**config.mk**
```make
export PLATFORM = sky130hd
export DESIGN_NAME = spike_writeback_ctrl
export DESIGN_NICKNAME = d
export VERILOG_FILES = /design/src/rtl/snn_pkg.sv /design/src/rtl/swb_fifo.sv /design/src/rtl/spike_writeback_ctrl.sv
export SDC_FILE = /design/constraint.sdc
export NUM_CORES = 1
export LEC_CHECK = 0
export ABC_CLOCK_PERIOD_IN_PS = 3300
export CELL_PAD_IN_SITES_DETAIL_PLACEMENT = 0
export CELL_PAD_IN_SITES_GLOBAL_PLACEMENT = 1
export CORE_ASPECT_RATIO = 0.6
export CORE_UTILIZATION = 44
export DETAILED_ROUTE_END_ITERATION = 16
export PLACE_DENSITY = 0.73
export SYNTH_ARGS = -nofsm -noshare
export SYNTH_HDL_FRONTEND = slang
export SYNTH_HIERARCHICAL = 1
export SYNTH_SLANG_ARGS = --single-unit
```
**constraint.sdc**
```tcl
create_clock -name clk -period 3.3 [get_ports clk]
set_input_delay 0.495 -clock clk [delete_from_list [all_inputs] [get_ports clk]]
set_output_delay 0.495 -clock clk [all_outputs]
set_load 0.1 [all_outputs]
```
**src/rtl/snn_pkg.sv**
```systemverilog
// Shared definitions for the SNN NoC: packet layout, packet type codes,
// node addresses and the decoded packet struct.
package snn_pkg;

    localparam int PKT_W    = 35;
    localparam int SRC_LSB  = 32;
    localparam int DST_LSB  = 29;
    localparam int TYPE_LSB = 27;
    localparam int X_LSB    = 24;
    localparam int Y_LSB    = 21;
    localparam int T_BIT    = 20;
    localparam int DATA_LSB = 0;

    localparam logic [1:0] PKT_IFMAP  = 2'b00;
    localparam logic [1:0] PKT_FILTER = 2'b01;
    localparam logic [1:0] PKT_MEMB   = 2'b10;
    localparam logic [1:0] PKT_SPIKE  = 2'b11;

    localparam logic [2:0] ADDR_MEM   = 3'b000;
    localparam logic [2:0] ADDR_PE0   = 3'b001;
    localparam logic [2:0] ADDR_PE1   = 3'b010;
    localparam logic [2:0] ADDR_PE2   = 3'b011;
    localparam logic [2:0] ADDR_ADDER = 3'b100;

    typedef struct packed {
        logic [2:0]  src;
        logic [2:0]  dst;
        logic [1:0]  typ;
        logic [2:0]  x;
        logic [2:0]  y;
        logic        t;
        logic [19:0] data;
    } pkt_t;

    // Only membrane and spike results are meaningful at the memory node.
    function automatic logic is_result(input logic [1:0] typ);
        return (typ == PKT_MEMB) || (typ == PKT_SPIKE);
    endfunction

endpackage

```
**src/rtl/swb_fifo.sv**
```systemverilog
// Packet FIFO for the write-back stage. A written entry becomes visible to
// the read side one cycle after the write, which gives the two-edge
// accept-to-request latency of the write-back path.
module swb_fifo #(
    parameter int DEPTH = 4,
    parameter int WIDTH = 35
) (
    input  logic             clk,
    input  logic             rst,
    input  logic             push,
    input  logic [WIDTH-1:0] wdata,
    input  logic             pop,
    output logic [WIDTH-1:0] rdata,
    output logic             full,
    output logic             empty
);
    localparam int AW = $clog2(DEPTH);

    logic [WIDTH-1:0] store [DEPTH];
    logic [AW:0]      wr_ptr;
    logic [AW:0]      wr_ptr_vis;
    logic [AW:0]      rd_ptr;

    assign full  = (wr_ptr[AW] != rd_ptr[AW]) && (wr_ptr[AW-1:0] == rd_ptr[AW-1:0]);
    assign empty = (wr_ptr_vis == rd_ptr);
    assign rdata = store[rd_ptr[AW-1:0]];

    // Storage array, no reset needed since reads are gated by empty.
    always_ff @(posedge clk) begin
        if (push && !full) begin
            store[wr_ptr[AW-1:0]] <= wdata;
        end
    end

    // Pointer update; wr_ptr_vis trails wr_ptr by one cycle.
    always_ff @(posedge clk or posedge rst) begin
        if (rst) begin
            wr_ptr     <= '0;
            wr_ptr_vis <= '0;
            rd_ptr     <= '0;
        end else begin
            if (push && !full) begin
                wr_ptr <= wr_ptr + (AW+1)'(1);
            end
            if (pop && !empty) begin
                rd_ptr <= rd_ptr + (AW+1)'(1);
            end
            wr_ptr_vis <= wr_ptr;
        end
    end

endmodule

```
**src/rtl/spike_writeback_ctrl.sv**
```systemverilog
// Memory-side write-back controller: filters NoC result packets, queues them,
// issues one memory write per packet and signals timestep completion.
// Optional feature macro: SWB_SPIKE_CNT_EN adds the spike_cnt output.
//
// state  | meaning
// IDLE   | no request outstanding, waiting for an eligible FIFO head
// SEND   | mem_valid high, outputs held until mem_ready
module spike_writeback_ctrl
    import snn_pkg::*;
#(
    parameter logic [2:0] THIS_ADDR = ADDR_MEM,
    parameter int         DEPTH     = 4,
    parameter int         OUT_DIM   = 3,
    parameter int         DATA_W    = 20
) (
    input  logic              clk,
    input  logic              rst,
    input  logic              pkt_valid,
    output logic              pkt_ready,
    input  logic [34:0]       pkt_data,
    output logic              mem_valid,
    input  logic              mem_ready,
    output logic              mem_sel,
    output logic              mem_t,
    output logic [2:0]        mem_x,
    output logic [2:0]        mem_y,
    output logic [DATA_W-1:0] mem_wdata,
    output logic              ts_done,
    output logic              ts_done_t,
    output logic [7:0]        drop_cnt,
    output logic              dup_err
`ifdef SWB_SPIKE_CNT_EN
    ,
    output logic [3:0]        spike_cnt
`endif
);
    localparam logic [0:0] S_IDLE = 1'b0;
    localparam logic [0:0] S_SEND = 1'b1;
    localparam int         NB     = OUT_DIM * OUT_DIM;
    localparam logic [2:0] DIM3   = 3'(OUT_DIM);

    pkt_t             in_pkt;
    pkt_t             head;
    logic [PKT_W-1:0] head_raw;
    logic             fifo_full;
    logic             fifo_empty;
    logic             pkt_ok;
    logic             push;
    logic             drop;
    logic             head_ok;
    logic             load;
    logic             mem_hs;
    logic             ts_complete;
    logic             dup_hit;
    logic [0:0]       state;
    logic             cur_t;
    logic [5:0]       hs_idx;
    logic [NB-1:0]    hs_mask;
    logic [NB-1:0]    memb_map;
    logic [NB-1:0]    spk_map;
    logic [NB-1:0]    memb_next;
    logic [NB-1:0]    spk_next;
    logic             unused_fields;

    assign in_pkt    = pkt_t'(pkt_data);
    assign pkt_ok    = (in_pkt.dst == THIS_ADDR) && is_result(in_pkt.typ)
                       && (in_pkt.x < DIM3) && (in_pkt.y < DIM3);
    assign pkt_ready = !fifo_full;
    assign push      = pkt_valid && pkt_ready && pkt_ok;
    assign drop      = pkt_valid && pkt_ready && !pkt_ok;

    swb_fifo #(.DEPTH(DEPTH), .WIDTH(PKT_W)) u_fifo (
        .clk   (clk),
        .rst   (rst),
        .push  (push),
        .wdata (pkt_data),
        .pop   (load),
        .rdata (head_raw),
        .full  (fifo_full),
        .empty (fifo_empty)
    );

    assign head      = pkt_t'(head_raw);
    assign head_ok   = !fifo_empty && (head.t == cur_t);
    assign mem_valid = (state == S_SEND);
    assign mem_hs    = mem_valid && mem_ready;
    assign load      = head_ok && ((state == S_IDLE) || mem_hs);

    assign hs_idx      = 6'(mem_y) * 6'(DIM3) + 6'(mem_x);
    assign hs_mask     = mem_hs ? (NB'(1) << hs_idx) : '0;
    assign memb_next   = memb_map | (mem_sel ? '0 : hs_mask);
    assign spk_next    = spk_map  | (mem_sel ? hs_mask : '0);
    assign dup_hit     = |(hs_mask & (mem_sel ? spk_map : memb_map));
    assign ts_complete = mem_hs && (&memb_next) && (&spk_next);

    assign unused_fields = ^{in_pkt.src, in_pkt.t, in_pkt.data, head.src, head.dst};

    // Request FSM and output registers, reloaded straight from the head for back-to-back writes.
    always_ff @(posedge clk or posedge rst) begin
        if (rst) begin
            state     <= S_IDLE;
            mem_sel   <= 1'b0;
            mem_t     <= 1'b0;
            mem_x     <= '0;
            mem_y     <= '0;
            mem_wdata <= '0;
        end else begin
            if (load) begin
                mem_sel   <= (head.typ == PKT_SPIKE);
                mem_t     <= head.t;
                mem_x     <= head.x;
                mem_y     <= head.y;
                mem_wdata <= (head.typ == PKT_SPIKE) ? DATA_W'(head.data[0]) : DATA_W'(head.data);
            end
            if (state == S_IDLE) begin
                if (load) state <= S_SEND;
            end else if (mem_hs && !load) begin
                state <= S_IDLE;
            end
        end
    end

    // Completion tracking: bitmaps per array, duplicate flag and timestep toggle.
    always_ff @(posedge clk or posedge rst) begin
        if (rst) begin
            memb_map  <= '0;
            spk_map   <= '0;
            cur_t     <= 1'b0;
            ts_done   <= 1'b0;
            ts_done_t <= 1'b0;
            dup_err   <= 1'b0;
        end else begin
            ts_done <= ts_complete;
            if (dup_hit) dup_err <= 1'b1;
            if (ts_complete) begin
                ts_done_t <= cur_t;
                cur_t     <= ~cur_t;
                memb_map  <= '0;
                spk_map   <= '0;
            end else begin
                memb_map  <= memb_next;
                spk_map   <= spk_next;
            end
        end
    end

    // Saturating count of packets rejected at the input.
    always_ff @(posedge clk or posedge rst) begin
        if (rst) begin
            drop_cnt <= '0;
        end else if (drop && (drop_cnt != 8'hFF)) begin
            drop_cnt <= drop_cnt + 8'd1;
        end
    end

`ifdef SWB_SPIKE_CNT_EN
    logic [3:0] spike_run;
    logic       spike_hit;

    assign spike_hit = mem_hs && mem_sel && mem_wdata[0];

    // Running spike count, latched and cleared when the timestep completes.
    always_ff @(posedge clk or posedge rst) begin
        if (rst) begin
            spike_run <= '0;
            spike_cnt <= '0;
        end else if (ts_complete) begin
            spike_cnt <= spike_run + 4'(spike_hit);
            spike_run <= '0;
        end else begin
            spike_run <= spike_run + 4'(spike_hit);
        end
    end
`endif

endmodule
```
==> results of run 1 <==
==> layout by cell type (no fill, tap or decap), drive strengths merged, types with 3 or more instances in the layout <==
cell type,n
inv,22
a22o,19
nor3,5
mux4,30
ha,10
nand4b,3
nor3b,5
a211oi,4
fa,3
dfrtp,68
nor2,22
edfxtp,116
a21oi,26
nor4,3
clkdlybuf4s50,65
o211a,3
o21ai,4
nand3,6
a21o,6
buf,64
nand2,30
o31ai,3
clkinv,6
a32oi,7
nand2b,4
and3,11
xor2,8
clkbuf,18
mux2,4
xnor2,11
==> per-layer routing <==
layer / wire, um / vias up / global-route usage
li1: - / 2054 / -
met1: 7426 / 2280 / 0.2837
met2: 7059 / 137 / 0.2669
met3: 936 / 11 / 0.04110
met4: 117 / 0 / 0.05183
met5: 0 / - / 0
==> registers in the layout, summed over array words and instances (netlist names) <==
| name | cells |
|---|---|
| u_fifo/store | 116 |
| mem_wdata | 20 |
| memb_map | 9 |
| spk_map | 9 |
| drop_cnt | 8 |
| mem_x | 3 |
| mem_y | 3 |
| u_fifo/rd_ptr | 3 |
| u_fifo/wr_ptr | 3 |
| u_fifo/wr_ptr_vis | 3 |
| cur_t | 1 |
| dup_err | 1 |
| mem_sel | 1 |
| mem_t | 1 |
| mem_valid | 1 |
| ts_done | 1 |
| ts_done_t | 1 |
==> layout make-up <==
class / count / area (sq um) / area share
inverters: 15 / 56.30 / 0.005780
clock inverters: 15 / 205.2 / 0.02107
repair buffers: 130 / 1250 / 0.1283
clock buffers: 17 / 425.4 / 0.04367
multi-input cells: 246 / 2326 / 0.2388
well taps: 228 / 285.3 / 0.02929
flip-flops and latches: 184 / 5192 / 0.5331
==> report_power, final <==
group	switching [mW]	internal, mW
Clock	0.972	1.11
Sequential	0.273	2.75
Combinational	3.15	1.82
==> stage by stage <==
step / setup TNS (ns) / std cells / utilization / hold slack, ns / setup WS (ns)
after CTS: -0.09506 / 827 / 0.5782 / 0.4112 / -0.05497
after global routing: -4.084 / 835 / 0.5876 / 0.4416 / -0.2505
after global placement: -0.1532 / 795 / 0.5399 / 0.4315 / -0.06493
after floorplan: -4.587 / 466 / - / 0.3229 / -0.3603
after detailed placement: -0.6811 / 795 / 0.5399 / 0.4422 / -0.08844
final: -1.766 / 835 / 0.5876 / 0.4053 / -0.1544
==> what timing repair did <==
action	4_1_cts	5_1_grt
setup endpoints to repair	17	22
pin swaps	1	5
gates cloned	0	1
resized for setup	2	17
hold buffers	0	0
buffers inserted	0	7
==> worst max-delay path, stage by stage (launching register included) <==
cell,delay (ns)
sky130_fd_sc_hd__dfrtp_2,0.42
sky130_fd_sc_hd__buf_4,0.15
sky130_fd_sc_hd__fa_1,0.53
sky130_fd_sc_hd__inv_1,0.07
sky130_fd_sc_hd__fa_2,0.60
sky130_fd_sc_hd__nand4b_1,0.11
sky130_fd_sc_hd__a211oi_2,0.28
sky130_fd_sc_hd__buf_4,0.20
sky130_fd_sc_hd__a21oi_4,0.06
sky130_fd_sc_hd__nor4_2,0.28
sky130_fd_sc_hd__o2111a_2,0.31
sky130_fd_sc_hd__mux2_2,0.34
==> how the worst min path moves through the flow <==
| stage | from | depth (start not counted) | slack [ns] | end |
|---|---|---|---|---|
| 6_report | rst | 2 | 0.41 | u_fifo/wr_ptr[0] |
| 5_1_grt | rst | 2 | 0.44 | u_fifo/wr_ptr[0] |
| 4_1_cts | rst | 2 | 0.41 | u_fifo/wr_ptr[2] |
| 3_5_place_dp | u_fifo/wr_ptr[2] | 0 | 0.44 | u_fifo/wr_ptr_vis[2] |
| 3_3_place_gp | u_fifo/wr_ptr[2] | 0 | 0.43 | u_fifo/wr_ptr_vis[2] |
| 2_1_floorplan | rst | 1 | 0.32 | u_fifo/rd_ptr[0] |
==> results.md, run 1 <==
Pwr:
- The largest vdd supply drop is roughly 0.46 mV.
- The leakage power total is around 3.8 nW.
- Power spread over the standard cell area amounts to just over 1000 nW/um^2.
- The power after layout is 10.08 mW.

Worst setup path:
- The category of the worst setup path capture point is a flop.
- For the worst setup path, the data required time is approximately 3.6 ns.
- The launching point of the worst reg2reg path is mem_y[1].
- In this run the worst setup path terminates at ts_done_t.
- The worst reg2reg path depth is 11.
- The launching element of the worst setup path is mem_y[1].
- The terminus of the critical flop-to-flop path is ts_done_t.
- STA classifies the critical path startpoint as a flop.
- Along the worst path, the maximum fanout reaches 4.
- The worst setup path is of the flop to flop kind.
- The data arrival time at the worst-slack endpoint is roughly 3.8 ns.
- The slack of the worst reg-to-reg path is -0.15 ns.

Layout:
- The antenna diode count is 0.
- The final net count is about 650.
- The post-route cell area is 9741 sq um.
- Fill cells in the final layout number ~1300.
- The growth of design area from synthesis to finish is 28.02%.
- Of the cells placed in the final design, the portion with a size suffix greater than 1 is 0.2768.

Global route:
- The wire length of the first global-routing pass is 24580 um.
- The overall fraction of global-route tracks in use is 0.1858.
- Summed over all layers, the global routing overflow is 0.
- The via count of the first global-routing pass is about 4500.
- The initial antenna violation count came to 0.
- The maximum number of pins on one net before global-route repair is 42.

STA:
- The count of final max-slew check failures was 0.
- At the pin with the least slew margin, the transition time is just under 1 ns.
- Between clock sinks in the finished design, the worst skew comes to around 0.013 ns.
- The final count of hold timing violations was 0.
- In the finished design, the share of the clock period the worst path needs comes to 1.047.
- Subtracting the final worst setup slack from the clock period gives between 3 and 4 ns.
- Setup repair after global routing could not meet its margin everywhere.
- Timing would allow up to 289.5 MHz.
- Across all setup checks in the final design, the least slack found is -0.1544 ns.
- The tightest slew margin relative to the limit is 0.3400.
- The final setup violation count is 20.

Worst hold path:
- The path class of the tightest hold or removal check is input port to async pin.

Run status:
- The run finished, with violations left.
- The final reports fail on negative setup slack.

Synthesis:
- The mean post-synth cell area is around 16 sq um.
- The number of warnings printed during yosys synthesis is 6.
- The synthesized instance count is 466.
- The netlist area before placement is 7609 sq um.
- The post-synth net total is 518.

Clock tree:
- TritonCTS built the clock tree.
- Clock-pin slew was measured on the worst setup and hold paths at around 0.070 ns.
- The library cell used as clock root buffer is sky130_fd_sc_hd__clkbuf_16.
- The number of clock sinks seen by CTS is ~180.
- The clock reaches the later pin of the worst-skew pair after around 0.43 ns.
- The H-tree was split into 4 levels.
- In this run the deepest clock path goes through 2 buffers.
- The clock buffer count from CTS is 17.

Die:
- The area enclosed by the die boundary is 17840 sq um.
- The I/O pin count is 80.
- For this configuration, the core starts out at a cell density of 0.4590.
- The height of the chip is roughly 100 um.
- The width of the die is about 170 um.
- The floorplan has 36 rows.
- The area of the core is 16580 sq um.

Placement:
- The sum of net half-perimeters after detailed placement is between 10000 and 15000 um.
- The count of buffers added on input and output ports is 76.
- In this run the cell area measured after placement is approximately 8900 sq um.
- The placer's final routability congestion estimate is 0.8846.

Route:
- The total wirelength of the detailed-routed design is roughly 16000 um.
- The total number of vias is 4482.
- The final routed wire length divided by cell count is between 15 and 20 um.
- After detailed routing, the number of vias per cell comes to between 5 and 6.
- The detailed router finished its first iteration with 271 violations.
- The number of design rule violations left after detail routing is 0.
- The detailed-router iteration count before antenna repair is 4.
- The count of nets left with antenna violations once routing finished came out at 0.

Run:
- The max-capacitance violation count is 0.
No activity file was read; power rests on OpenSTA's default activity.
==> inputs of run 2 (changes only) <==
--- a/config.mk
+++ b/config.mk
@@ -11,7 +11,7 @@
 export CORE_ASPECT_RATIO = 0.6
 export CORE_UTILIZATION = 44
 export DETAILED_ROUTE_END_ITERATION = 16
-export PLACE_DENSITY = 0.73
+export PLACE_DENSITY = 0.81
 export SYNTH_ARGS = -nofsm -noshare
 export SYNTH_HDL_FRONTEND = slang
 export SYNTH_HIERARCHICAL = 1
==> run 2 against run 1 <==
Net effect:
- the flow still finishes with violations (negative setup slack)
- via count up 2.8%
- global-route usage increased by 1.3 points
- sequential power grew 1%
- cell count grew 1.2%
- power increased by 2.4%
- design area grew 0.27%
- register-to-register slack improved by 0.10 ns
- clock-buffer cell count unchanged
- flip-flop and latch count unchanged
- clock skew down 0.0026 ns
- hold slack lost 0.016 ns
- critical path type unchanged
- largest cell class unchanged
- largest power group unchanged
- highest routed layer unchanged
==> results.md, run 2 (synthesis results as in run 1) <==
Worst setup path:
- The count of buffering cells on the critical path with inverters included is 5 (+2).
- The slowest stage of the critical path is the sky130_fd_sc_hd__mux4_2 cell.
- In this run the critical register-to-register path is captured at dup_err.
- The largest stage delay on the critical path is 0.50 ns (-0.10 ns).
- The startpoint identified for the worst register-to-register timing path is mem_y[1].
- The worst reg2reg path depth came to 14 (+3).
- The category of the worst setup path capture point is a flop.
- The most numerous cell type found on the critical path is sky130_fd_sc_hd__inv_2.
- The timing endpoint of the critical path is dup_err.
- The data arrival time at the worst-slack endpoint was 3.66 ns (-0.11 ns).
- The slack of the worst reg-to-reg path is -0.05 ns (+0.10 ns).
- The biggest fanout along the worst timing path is 4 (unchanged).
- The launching element of the worst setup path is mem_y[1].
- The kind of start point of the critical path is a flop.
- The worst setup path is of the flop to flop kind.
- Traced cell by cell, the critical path runs through inv_2 > fa_1 > inv_1 > ha_2 > inv_2 > fa_2 > xnor2_4 > buf_4 > buf_6 > mux4_2 > a32oi_2 > a21oi_1 > o21ai_1 > nand4b_1.
- The kind of cell with the highest combined delay on the critical path is adder cells.
- The number of stages on the worst setup path is 14 (+3).
- The critical path data required time is 3.61 ns (about the same).

Run status:
- The final reports fail on negative setup slack.
- The flow ran to the end, but the final reports show violations.

Global route:
- The overall fraction of global-route tracks in use is 0.1984 (+0.01257).
- The via count of the first global-routing pass is 4862 (+9.1%).
- The initial antenna violation count is 0 (unchanged).
- The maximum number of pins on one net before global-route repair is 31 (-26%).
- The wire length of the first global-routing pass came to 26310 um (+7.0%).
- The global route total overflow is 0 (unchanged).

Placement:
- The placer's final routability congestion estimate is 0.8505 (-3.9%).
- The count of buffers inserted at the top-level ports was 76 (unchanged).
- The sum of net half-perimeters after detailed placement is 11000 um (+6.5%).

STA:
- The final count of hold timing violations is 0 (unchanged).
- The actual slew at the worst max-slew pin is 0.9772 ns (-0.009708 ns).
- Setup repair after global routing could not meet its margin everywhere.
- The worst clock skew is 0.01087 ns (-0.002629 ns).
- The shortest clock period the worst path allows after layout is 3.352 ns (-0.1024 ns).
- The share of the clock period used by the worst path is 1.016 (-0.03102).
- The timing-limited maximum frequency is 298.3 MHz (+3.1%).
- The final total negative setup slack is -0.2447 ns (+1.521 ns).
- The count of final max-slew check failures is 0 (unchanged).
- The final setup violation count is 15 (-25%).
- The final critical-path setup slack is -0.05208 ns (+0.1024 ns).
- The tightest slew margin relative to the limit is 0.3465 (+0.006493).

Run:
- The max-capacitance violation count is 0 (unchanged).

Die:
- The area of the core was 16580 sq um (unchanged).
- The area enclosed by the die boundary was 17840 sq um (unchanged).
- The I/O pin count was 80 (unchanged).
- The site row count is 36 (unchanged).
- The height of the chip was 103.9 um (unchanged).
- The width of the die is 171.8 um (unchanged).
- The initial core utilization is 0.4590 (unchanged).

Pwr:
- The largest vdd supply drop is 0.5725 mV (+24%).
- The leakage power total is 3.814 nW (+0.69%).
- The power per cell area is 1057 nW/um^2 (+2.2%).

Route:
- The number of design rule violations left after detail routing is 0 (unchanged).
- The post-route antenna net violation count was 0 (unchanged).
- The number of vias per cell is 5.451 (+1.6%).
- The violation count after the first detailed-routing iteration is 241 (-11%).
- The detailed-router iteration count before antenna repair is 5 (+1).
- The final routed wire length divided by cell count was 19.16 um (+2.9%).
- The total number of vias was 4606 (+2.8%).
- The total wirelength of the detailed-routed design came to 16190 um (+4.2%).

Layout:
- The most frequent standard cell in the layout excluding fill and tap cells is sky130_fd_sc_hd__edfxtp_1.
- The final net count is 656 (+1.5%).
- The number of flip-flops in the largest register is 116 (unchanged).
- The antenna diode count was 0 (unchanged).
- Leaving out fill and tap cells, the most frequent cells in the layout are sky130_fd_sc_hd__edfxtp_1 (116), sky130_fd_sc_hd__buf_4 (67), sky130_fd_sc_hd__clkdlybuf4s50_1 (63), sky130_fd_sc_hd__dfrtp_1 (61).
- The area of the multi-input gates is 2342 sq um (+0.70%).
- The final design utilization is 0.5892 (+0.001585).
- The area growth from synthesis to layout is 28.37%.
- The number of fill cells in the layout is 1283 (-1.9%).
- The area used by sequential logic in the layout is 5194 sq um (about the same).
- The proportion of layout cells with a drive suffix above 1 is 0.3015 (+0.02469).

Worst hold path:
- The path type of the worst min-delay path is input port to async pin.

Clock tree:
- TritonCTS built the clock tree.
- The clock buffer count from CTS came to 17 (unchanged).
- In this run the clock root is driven by a sky130_fd_sc_hd__clkbuf_16.
- The number of H-tree levels is 4 (unchanged).
- The clock latency of the later-clocked register in the worst-skew pair is 0.43 ns (about the same).
- The clock slew seen by the registers of the worst setup and hold paths was 0.07 ns (about the same).
- The number of buffers between clock root and the deepest sink is 2 (unchanged).
- The number of clock sinks seen by CTS is 184 (unchanged).
- The number of hold buffers added after CTS is 0 (unchanged).
==> run 2: changes by cell type in the layout (fill, tap and decap cells not counted), moves of 2 or more <==
cell | previous run | this run
sky130_fd_sc_hd__clkinv_8 | 5 | 1
sky130_fd_sc_hd__nor3_2 | 3 | 1
sky130_fd_sc_hd__clkdlybuf4s50_1 | 65 | 63
sky130_fd_sc_hd__buf_4 | 54 | 67
sky130_fd_sc_hd__and3_2 | 1 | 3
sky130_fd_sc_hd__nor2_1 | 21 | 17
sky130_fd_sc_hd__buf_12 | 6 | 4
sky130_fd_sc_hd__nor2_2 | 0 | 2
sky130_fd_sc_hd__and3_1 | 10 | 8
sky130_fd_sc_hd__inv_6 | 1 | 3
sky130_fd_sc_hd__buf_6 | 3 | 6
sky130_fd_sc_hd__clkinv_4 | 0 | 2
sky130_fd_sc_hd__nor2_4 | 1 | 3
==> run 2: final cells by class <==
cell class | count | share of cell area
flip-flops and latches | 184 | 0.5318
multi-input cells | 246 | 0.2398
clock inverters | 15 | 0.01870
repair buffers | 140 | 0.1312
inverters | 15 | 0.005765
well taps | 228 | 0.02921
clock buffers | 17 | 0.04356
==> run 2: power breakdown <==
group	switching [mW]	total [mW]	leakage [nW]	internal (mW)
clock	0.928	2.08	0.299	1.15
combinational	3.19	5.17	1.60	1.99
sequential	0.319	3.07	1.92	2.75
==> run 2: worst min-delay path by stage <==
stage / startpoint / to / slack (ns)
after floorplan: rst / u_fifo/rd_ptr[0] / 0.32
after detailed placement: u_fifo/wr_ptr[2] / u_fifo/wr_ptr_vis[2] / 0.44
after global placement: u_fifo/wr_ptr[2] / u_fifo/wr_ptr_vis[2] / 0.43
final: rst / u_fifo/wr_ptr_vis[2] / 0.39
after CTS: rst / u_fifo/wr_ptr_vis[2] / 0.39
after global routing: rst / u_fifo/wr_ptr[2] / 0.42
==> run 2: worst register-to-register path: cells and delay by family (launching register included) <==
family          cells  cell delay, ns
buf+inv             5            0.46
simple gates        1            0.10
compound gates      3            0.51
fa+ha+maj           3            0.98
mux                 1            0.50
xor+xnor            1            0.28
flops               1            0.43
==> run 2: timing repair <==
| item | 4_1_cts | 5_1_grt |
|---|---|---|
| buffers inserted | 6 | 3 |
| endpoints found under the setup margin | 21 | 22 |
| hold endpoints to repair | 0 | 0 |
| pin swaps | 13 | 8 |
| gates resized for setup | 15 | 10 |
==> run 2: routing by layer <==
layer / up-vias / wire [um] / part of all wire / track usage
met5: - / 0 / 0 / 0
met4: 0 / 156 / 0.0096 / 0.05183
met3: 14 / 824 / 0.051 / 0.04148
met2: 131 / 7413 / 0.46 / 0.2921
met1: 2386 / 7795 / 0.48 / 0.2994
li1: 2075 / - / - / -
==> run 2: stage by stage <==
step / cell area (sq um) / cells / power (mW) / hold WS [ns] / worst slack, ns
6_report: 9767 / 845 / 10.33 / 0.3889 / -0.05208
5_1_grt: 9767 / 845 / 10.86 / 0.4170 / -0.2699
4_1_cts: 9706 / 842 / 10.25 / 0.3890 / -0.1240
3_5_place_dp: 8991 / 804 / 7.933 / 0.4431 / -0.1567
3_3_place_gp: 8991 / 804 / 7.847 / 0.4323 / -0.1594
2_1_floorplan: 7637 / 466 / 6.536 / 0.3229 / -0.3603
